$ cat src/rtl/brisc_pkg.sv
// Shared brisc pipeline types: widths, fetch FSM states and the IF/ID slot.
package brisc_pkg;

    localparam int                 PC_BITS    = 32;
    localparam int                 INSTR_BITS = 32;
    localparam logic [PC_BITS-1:0] RESET_PC   = 32'h0000_1000;

    typedef enum logic [1:0] {
        IDLE,
        WAIT,
        DISCARD,
        HALT
    } fetch_state_e;

    typedef struct packed {
        logic                  valid;
        logic [INSTR_BITS-1:0] instr;
        logic [PC_BITS-1:0]    pc;
        logic [PC_BITS-1:0]    pc_next;
        logic                  xcpt;
    } if_id_t;

    // Builds a live IF/ID slot; pc_next is always derived here so it can never drift from pc.
    function automatic if_id_t make_slot(input logic [INSTR_BITS-1:0] instr,
                                         input logic [PC_BITS-1:0]    pc,
                                         input logic                  xcpt);
        if_id_t s;
        s.valid   = 1'b1;
        s.instr   = instr;
        s.pc      = pc;
        s.pc_next = pc + PC_BITS'(4);
        s.xcpt    = xcpt;
        return s;
    endfunction

endpackage

$ cat src/rtl/fetch_skid_buf.sv
// One-entry skid buffer that parks an icache response arriving while decode is stalled.
module fetch_skid_buf
    import brisc_pkg::*;
(
    input  logic   clk,
    input  logic   rst_n,
    input  logic   push_i,
    input  logic   pop_i,
    input  logic   clear_i,
    input  if_id_t data_i,
    output logic   valid_o,
    output if_id_t data_o
);

    logic   valid_q;
    if_id_t data_q;

    always_ff @(posedge clk) begin
        if (!rst_n || clear_i) begin
            valid_q <= 1'b0;
        end else if (push_i) begin
            valid_q <= 1'b1;
        end else if (pop_i) begin
            valid_q <= 1'b0;
        end
    end

    // NOTE: payload is deliberately not reset; it is only ever read while valid_q is set.
    always_ff @(posedge clk) begin
        if (push_i) begin
            data_q <= data_i;
        end
    end

    assign valid_o = valid_q;
    assign data_o  = data_q;

endmodule

$ cat src/rtl/fetch_stage.sv
// brisc IF stage: owns the PC, issues icache requests and drives the IF/ID register.
module fetch_stage
    import brisc_pkg::*;
(
    input  logic                  clk,
    input  logic                  rst_n,
    input  logic                  stall_i,
    input  logic                  redirect_i,
    input  logic [PC_BITS-1:0]    redirect_pc_i,
    output logic                  ic_req_valid_o,
    output logic [PC_BITS-1:0]    ic_req_addr_o,
    input  logic                  ic_resp_valid_i,
    input  logic [INSTR_BITS-1:0] ic_resp_instr_i,
    output logic                  if_id_valid_o,
    output logic [INSTR_BITS-1:0] if_id_instr_o,
    output logic [PC_BITS-1:0]    if_id_pc_o,
    output logic [PC_BITS-1:0]    if_id_pc_next_o,
    output logic                  if_id_xcpt_o
);

    fetch_state_e       state_q, state_d;
    logic [PC_BITS-1:0] pc_q, pc_d;
    logic [PC_BITS-1:0] req_pc_q, req_pc_d;
    if_id_t             if_id_q, if_id_d;
    logic               halt_pend_q, halt_pend_d;

    logic   misaligned, outstanding, resp_wait, issue;
    logic   buf_push, buf_pop, buf_valid;
    if_id_t resp_slot, buf_data;

    fetch_skid_buf u_skid (
        .clk     (clk),
        .rst_n   (rst_n),
        .push_i  (buf_push),
        .pop_i   (buf_pop),
        .clear_i (redirect_i),
        .data_i  (resp_slot),
        .valid_o (buf_valid),
        .data_o  (buf_data)
    );

    always_comb begin
        misaligned  = redirect_pc_i[1:0] != 2'b00;
        resp_wait   = (state_q == WAIT) && ic_resp_valid_i;
        // A request is still in flight after this cycle unless its response lands now.
        outstanding = ((state_q == WAIT) || (state_q == DISCARD)) && !ic_resp_valid_i;
        issue       = !stall_i && !redirect_i && ((state_q == IDLE) || resp_wait);
        resp_slot   = make_slot(ic_resp_instr_i, req_pc_q, 1'b0);
        buf_push    = !redirect_i && resp_wait && stall_i;
        buf_pop     = !redirect_i && !stall_i && buf_valid;
    end

    // NOTE: every next-state variable gets its hold value first, so no path can infer a latch.
    always_comb begin
        state_d     = state_q;
        pc_d        = pc_q;
        req_pc_d    = req_pc_q;
        if_id_d     = if_id_q;
        halt_pend_d = halt_pend_q;

        if (redirect_i) begin
            pc_d        = redirect_pc_i;
            if_id_d     = misaligned ? make_slot('0, redirect_pc_i, 1'b1) : '0;
            halt_pend_d = misaligned && outstanding;
            if (outstanding) begin
                state_d = DISCARD;
            end else begin
                state_d = misaligned ? HALT : IDLE;
            end
        end else begin
            if (!stall_i) begin
                if (buf_valid) begin
                    if_id_d = buf_data;
                end else if (resp_wait) begin
                    if_id_d = resp_slot;
                end else begin
                    if_id_d = '0;
                end
            end

            if (issue) begin
                pc_d     = pc_q + PC_BITS'(4);
                req_pc_d = pc_q;
            end

            unique case (state_q)
                IDLE:    if (issue) state_d = WAIT;
                WAIT:    if (ic_resp_valid_i) state_d = issue ? WAIT : IDLE;
                DISCARD: if (ic_resp_valid_i) state_d = halt_pend_q ? HALT : IDLE;
                HALT:    state_d = HALT;
                default: state_d = IDLE;
            endcase
        end
    end

    // NOTE: sequential state uses non-blocking assignments so all registers update together.
    always_ff @(posedge clk) begin
        if (!rst_n) begin
            state_q     <= IDLE;
            pc_q        <= RESET_PC;
            req_pc_q    <= '0;
            if_id_q     <= '0;
            halt_pend_q <= 1'b0;
        end else begin
            state_q     <= state_d;
            pc_q        <= pc_d;
            req_pc_q    <= req_pc_d;
            if_id_q     <= if_id_d;
            halt_pend_q <= halt_pend_d;
        end
    end

    // The request strobe is combinational so a hit can re-issue in its response cycle.
    assign ic_req_valid_o  = issue && rst_n;
    assign ic_req_addr_o   = ic_req_valid_o ? pc_q : '0;
    assign if_id_valid_o   = if_id_q.valid;
    assign if_id_instr_o   = if_id_q.instr;
    assign if_id_pc_o      = if_id_q.pc;
    assign if_id_pc_next_o = if_id_q.pc_next;
    assign if_id_xcpt_o    = if_id_q.xcpt;

endmodule
$ cat config.mk
export PLATFORM = sky130hd
export DESIGN_NAME = fetch_stage
export DESIGN_NICKNAME = d
export VERILOG_FILES = /design/src/rtl/brisc_pkg.sv /design/src/rtl/fetch_skid_buf.sv /design/src/rtl/fetch_stage.sv
export SDC_FILE = /design/constraint.sdc
export NUM_CORES = 1
export LEC_CHECK = 0
export BUFFER_PORTS_ARGS = -buffer_cell sky130_fd_sc_hd__buf_2
export CAP_MARGIN = 30
export CORE_MARGIN = 3
export CORE_UTILIZATION = 33
export CTS_CLUSTER_DIAMETER = 120
export DETAILED_ROUTE_END_ITERATION = 12
export PLACE_DENSITY = 0.51
export SLEW_MARGIN = 20
export SYNTH_ARGS = -nofsm -noshare
export SYNTH_HDL_FRONTEND = slang
export SYNTH_SLANG_ARGS = --single-unit
$ cat constraint.sdc
create_clock -name clk -period 6.2 [get_ports clk]
set_clock_uncertainty 0.2 [all_clocks]
set_input_delay 0.62 -clock clk [delete_from_list [all_inputs] [get_ports clk]]
set_output_delay 0.62 -clock clk [all_outputs]
set_load 0.005 [all_outputs]
==> out/results.txt <==
The layout has 3494 filler cells. The final-report hold violation count was 0. The first TritonRoute pass finished after 5 iterations. At the worst endpoint, the arrival time is 2.57 ns.

The proportion of synthesized flip-flops having asynchronous set or reset works out to 0. Launching element type of the critical path: a register. The tools report the maximum number of pins on one net before global-route repair as 87. Clock tree synthesis selected as its root buffer the cell clkbuf_16. For the count of vias placed by the detailed router, the log shows 10130.

TritonCTS created 29 clock buffers. The final worst slack was 2.812 ns; the multi-input gate area in the final layout was 5204 um2. TritonCTS built the clock tree. The tools report the number of global-route vias before repair as 9804. The core region is 34800 um2. The tools report the initial antenna violation count as 0. The floorplan step set the die height to 194.5 um. For the max-cap check violation count, the log shows 0. The synthesized instance count came out at 1234. In the final layout, flip-flops and latches occupy 6107 um2. In the synthesized netlist the dominant register cell turns out to be dfxtp_1. The synthesized netlist net count came out at 1311.

For this block, the routed nets add up to 39280 um of wire. The mean routed wirelength per cell is 21.11 um. The count of input and output buffers came out at 199.

Setup repair after global routing left no endpoint under its margin. Buffers inserted to repair hold after CTS numbered 0. Timing would allow up to 295.2 MHz. The run gives 258 as the number of sinks on the clock net. The worst setup path is captured at an output pin. Row generation in the floorplan step produced 68 rows. Measured along the x axis, the die boundary spans 194.5 um. For the die area, the log shows 37830 um2. The period utilization works out to 0.5464. Clock-pin slew was measured on the worst setup and hold paths at 0.06 ns.

Summed over all layers, the global routing overflow is 0. The end-of-flow core utilization came out at 0.4035. In this run, synthesis inferred 94 flip-flops with an integrated enable. The logs give 0.3370 for the effective utilization at floorplan and 3 for the maximum buffer depth of the clock tree.

The run gives 715 as the detailed router's first-iteration violation count. After synthesis, the netlist uses 53 different library cells. Routability-driven placement finished with a final weighted congestion of 0.8270. The relative slew slack was 0.3984; the area share of the largest cell type after synthesis was 0.2800.

The worst setup path is of the reg -> out kind. The tightest hold margin came out at 0.06293 ns. The final layout contains 1460 nets. After synthesis, the cell types taking the most area are dfxtp_1, edfxtp_1, nand2_1.

The detail route stage leaves a number of antenna-violating nets equal to 0. The setup-violating endpoint count in the final report was 0; the worst slack at placement was 2.973 ns. Subtracting the final worst setup slack from the clock period gives 3.388 ns. The remaining routing DRC violations was 0. The run gives 26310 um as the detailed placement HPWL. The area growth from synthesis to layout was 19.73%. The total design power was 3.984 mW. Dividing the detail-routed via count by the number of cells gives 5.441.

At the pin with the least slew margin, the transition time is 0.8992 ns. The number of antenna diodes in the final layout is 0. The total standard cell area after synthesis came out at 11730 um2.

The tools report the maximum vdd ir drop as 169.5 uV. The tools report the max-slew violation count as 0. The logs give 0.5207 for the part of the Yosys area used for sequential elements and 14040 um2 for the post-route cell area. Once the clock tree was built, the setup fixing pass inserted 0 buffers.

Data on the critical path is required at its endpoint by 5.38 ns. Yosys printed 0 warnings. After synthesis, the mean cell area works out to 9.503 um2.

The run gives 0 ns as the sum of negative setup slack. The number of H-tree branching levels is 1. The global-route wire length before repair came out at 60590 um. The area of placed instances is 13090 um2. 200 I/O pins were placed.

The power per standard cell area is 283.8 nW/um2, and the combined global-route utilization of all metal layers is 0.1991. In this run the worst path has a maximum fanout of 39. The worst hold path belongs to the class in -> reg. The proportion of layout cells with a drive suffix above 1 was 0.1999.

The flow ran to the end, and the final reports show no timing, DRC or antenna violations. After synthesis the netlist holds a flip-flop and latch count of 258. The number of placed instances, taps included, is 1805.

Once layout is complete, the cells apart from fillers number 1861. The cell accounting for the most synthesized area is dfxtp_1. The logs give 0.55 ns for the latest clock arrival within the worst-skew pair and 0 for the quantity of gates resized following cts.

The static power due to leakage is 5.457 nW.
## where the power goes
part / total [mW] / internal [mW] / switching, mW
sequential: 1.88 / 1.82 / 0.0615
clock: 1.70 / 1.01 / 0.687
combinational: 0.405 / 0.145 / 0.260
total: 3.98 / 2.98 / 1.01
## cells in the mapped netlist, types with 34 or more instances
master    number
dfxtp_1      164
nand2_1      154
nor2_1       118
o21ai_0      104
edfxtp_1      94
clkbuf_1      85
a21oi_1       76
xnor2_1       46
and3_1        44
xor2_1        37
a22oi_1       34
nand3_1       34
## layout by cell type, fill, tap and decap left out, types with 37 or more instances in the layout
master | netlist | layout
nand2_1 | 154 | 152
a21oi_1 | 76 | 76
xor2_1 | 37 | 37
and3_1 | 44 | 44
edfxtp_1 | 94 | 94
buf_2 | 5 | 199
dfxtp_1 | 164 | 163
nor2_1 | 118 | 115
o21ai_0 | 104 | 103
xnor2_1 | 46 | 46
## worst max-delay path, cell delays in order, from the launching register on
cell and delay (ns):
dfxtp_1 0.37, inv_1 0.09, ha_1 0.24, a21oi_1 0.56
nor3_2 0.09, buf_4 0.28, and3_1 0.24, buf_2 0.13
## flip-flops by register name (all words and copies together) (netlist names)
register         count
halt_pend_q          1
if_id_instr_o       32
if_id_pc_next_o     30
if_id_pc_o          32
if_id_valid_o        1
if_id_xcpt_o         1
pc_q                32
req_pc_q            32
state_q              2
u_skid.data_o       94
u_skid.valid_o       1
## per-layer routing
metal | global-route usage | part of all wire | vias up
li1 | - | - | 4826
met3 | 0.03380 | 0.065 | 60
met1 | 0.2943 | 0.48 | 4897
met5 | 0 | 0 | -
met2 | 0.3025 | 0.43 | 342
met4 | 0.05106 | 0.027 | 0
## cell families (layout without fill, tap and decap cells)
group,count (synthesis),in the layout,share of synthesized area
simple gates,427,427,0.1746
compound gates,343,343,0.1923
flops,258,258,0.5207
buf+inv,111,283,0.03831
xor+xnor,83,83,0.06199
fa+ha+maj,8,8,0.008536
mux,4,4,0.003628
## area by class of cell
cell class / count / share of cell area
Clock inverter: 10 / 0.008912
Inverter: 9 / 0.002406
Multi-Input combinational cell: 865 / 0.3706
Sequential cell: 258 / 0.4350
Tap cell: 455 / 0.04055
Clock buffer: 44 / 0.05713
Timing Repair Buffer: 220 / 0.08538
## worst paths after layout
check | cells after the start | slack, ns | endpoint | startpoint
setup / recovery | 7 | 2.81 | ic_req_addr_o[31] | state_q[1]
hold / removal | 1 | 0.06 | u_skid.data_o[89] | ic_resp_instr_i[24]
setup reg to reg | 10 | 3.35 | if_id_pc_o[29] | state_q[1]
hold reg to reg | 0 | 0.27 | u_skid.data_o[1] | req_pc_q[0]
Power figures use the tool's default switching activity.
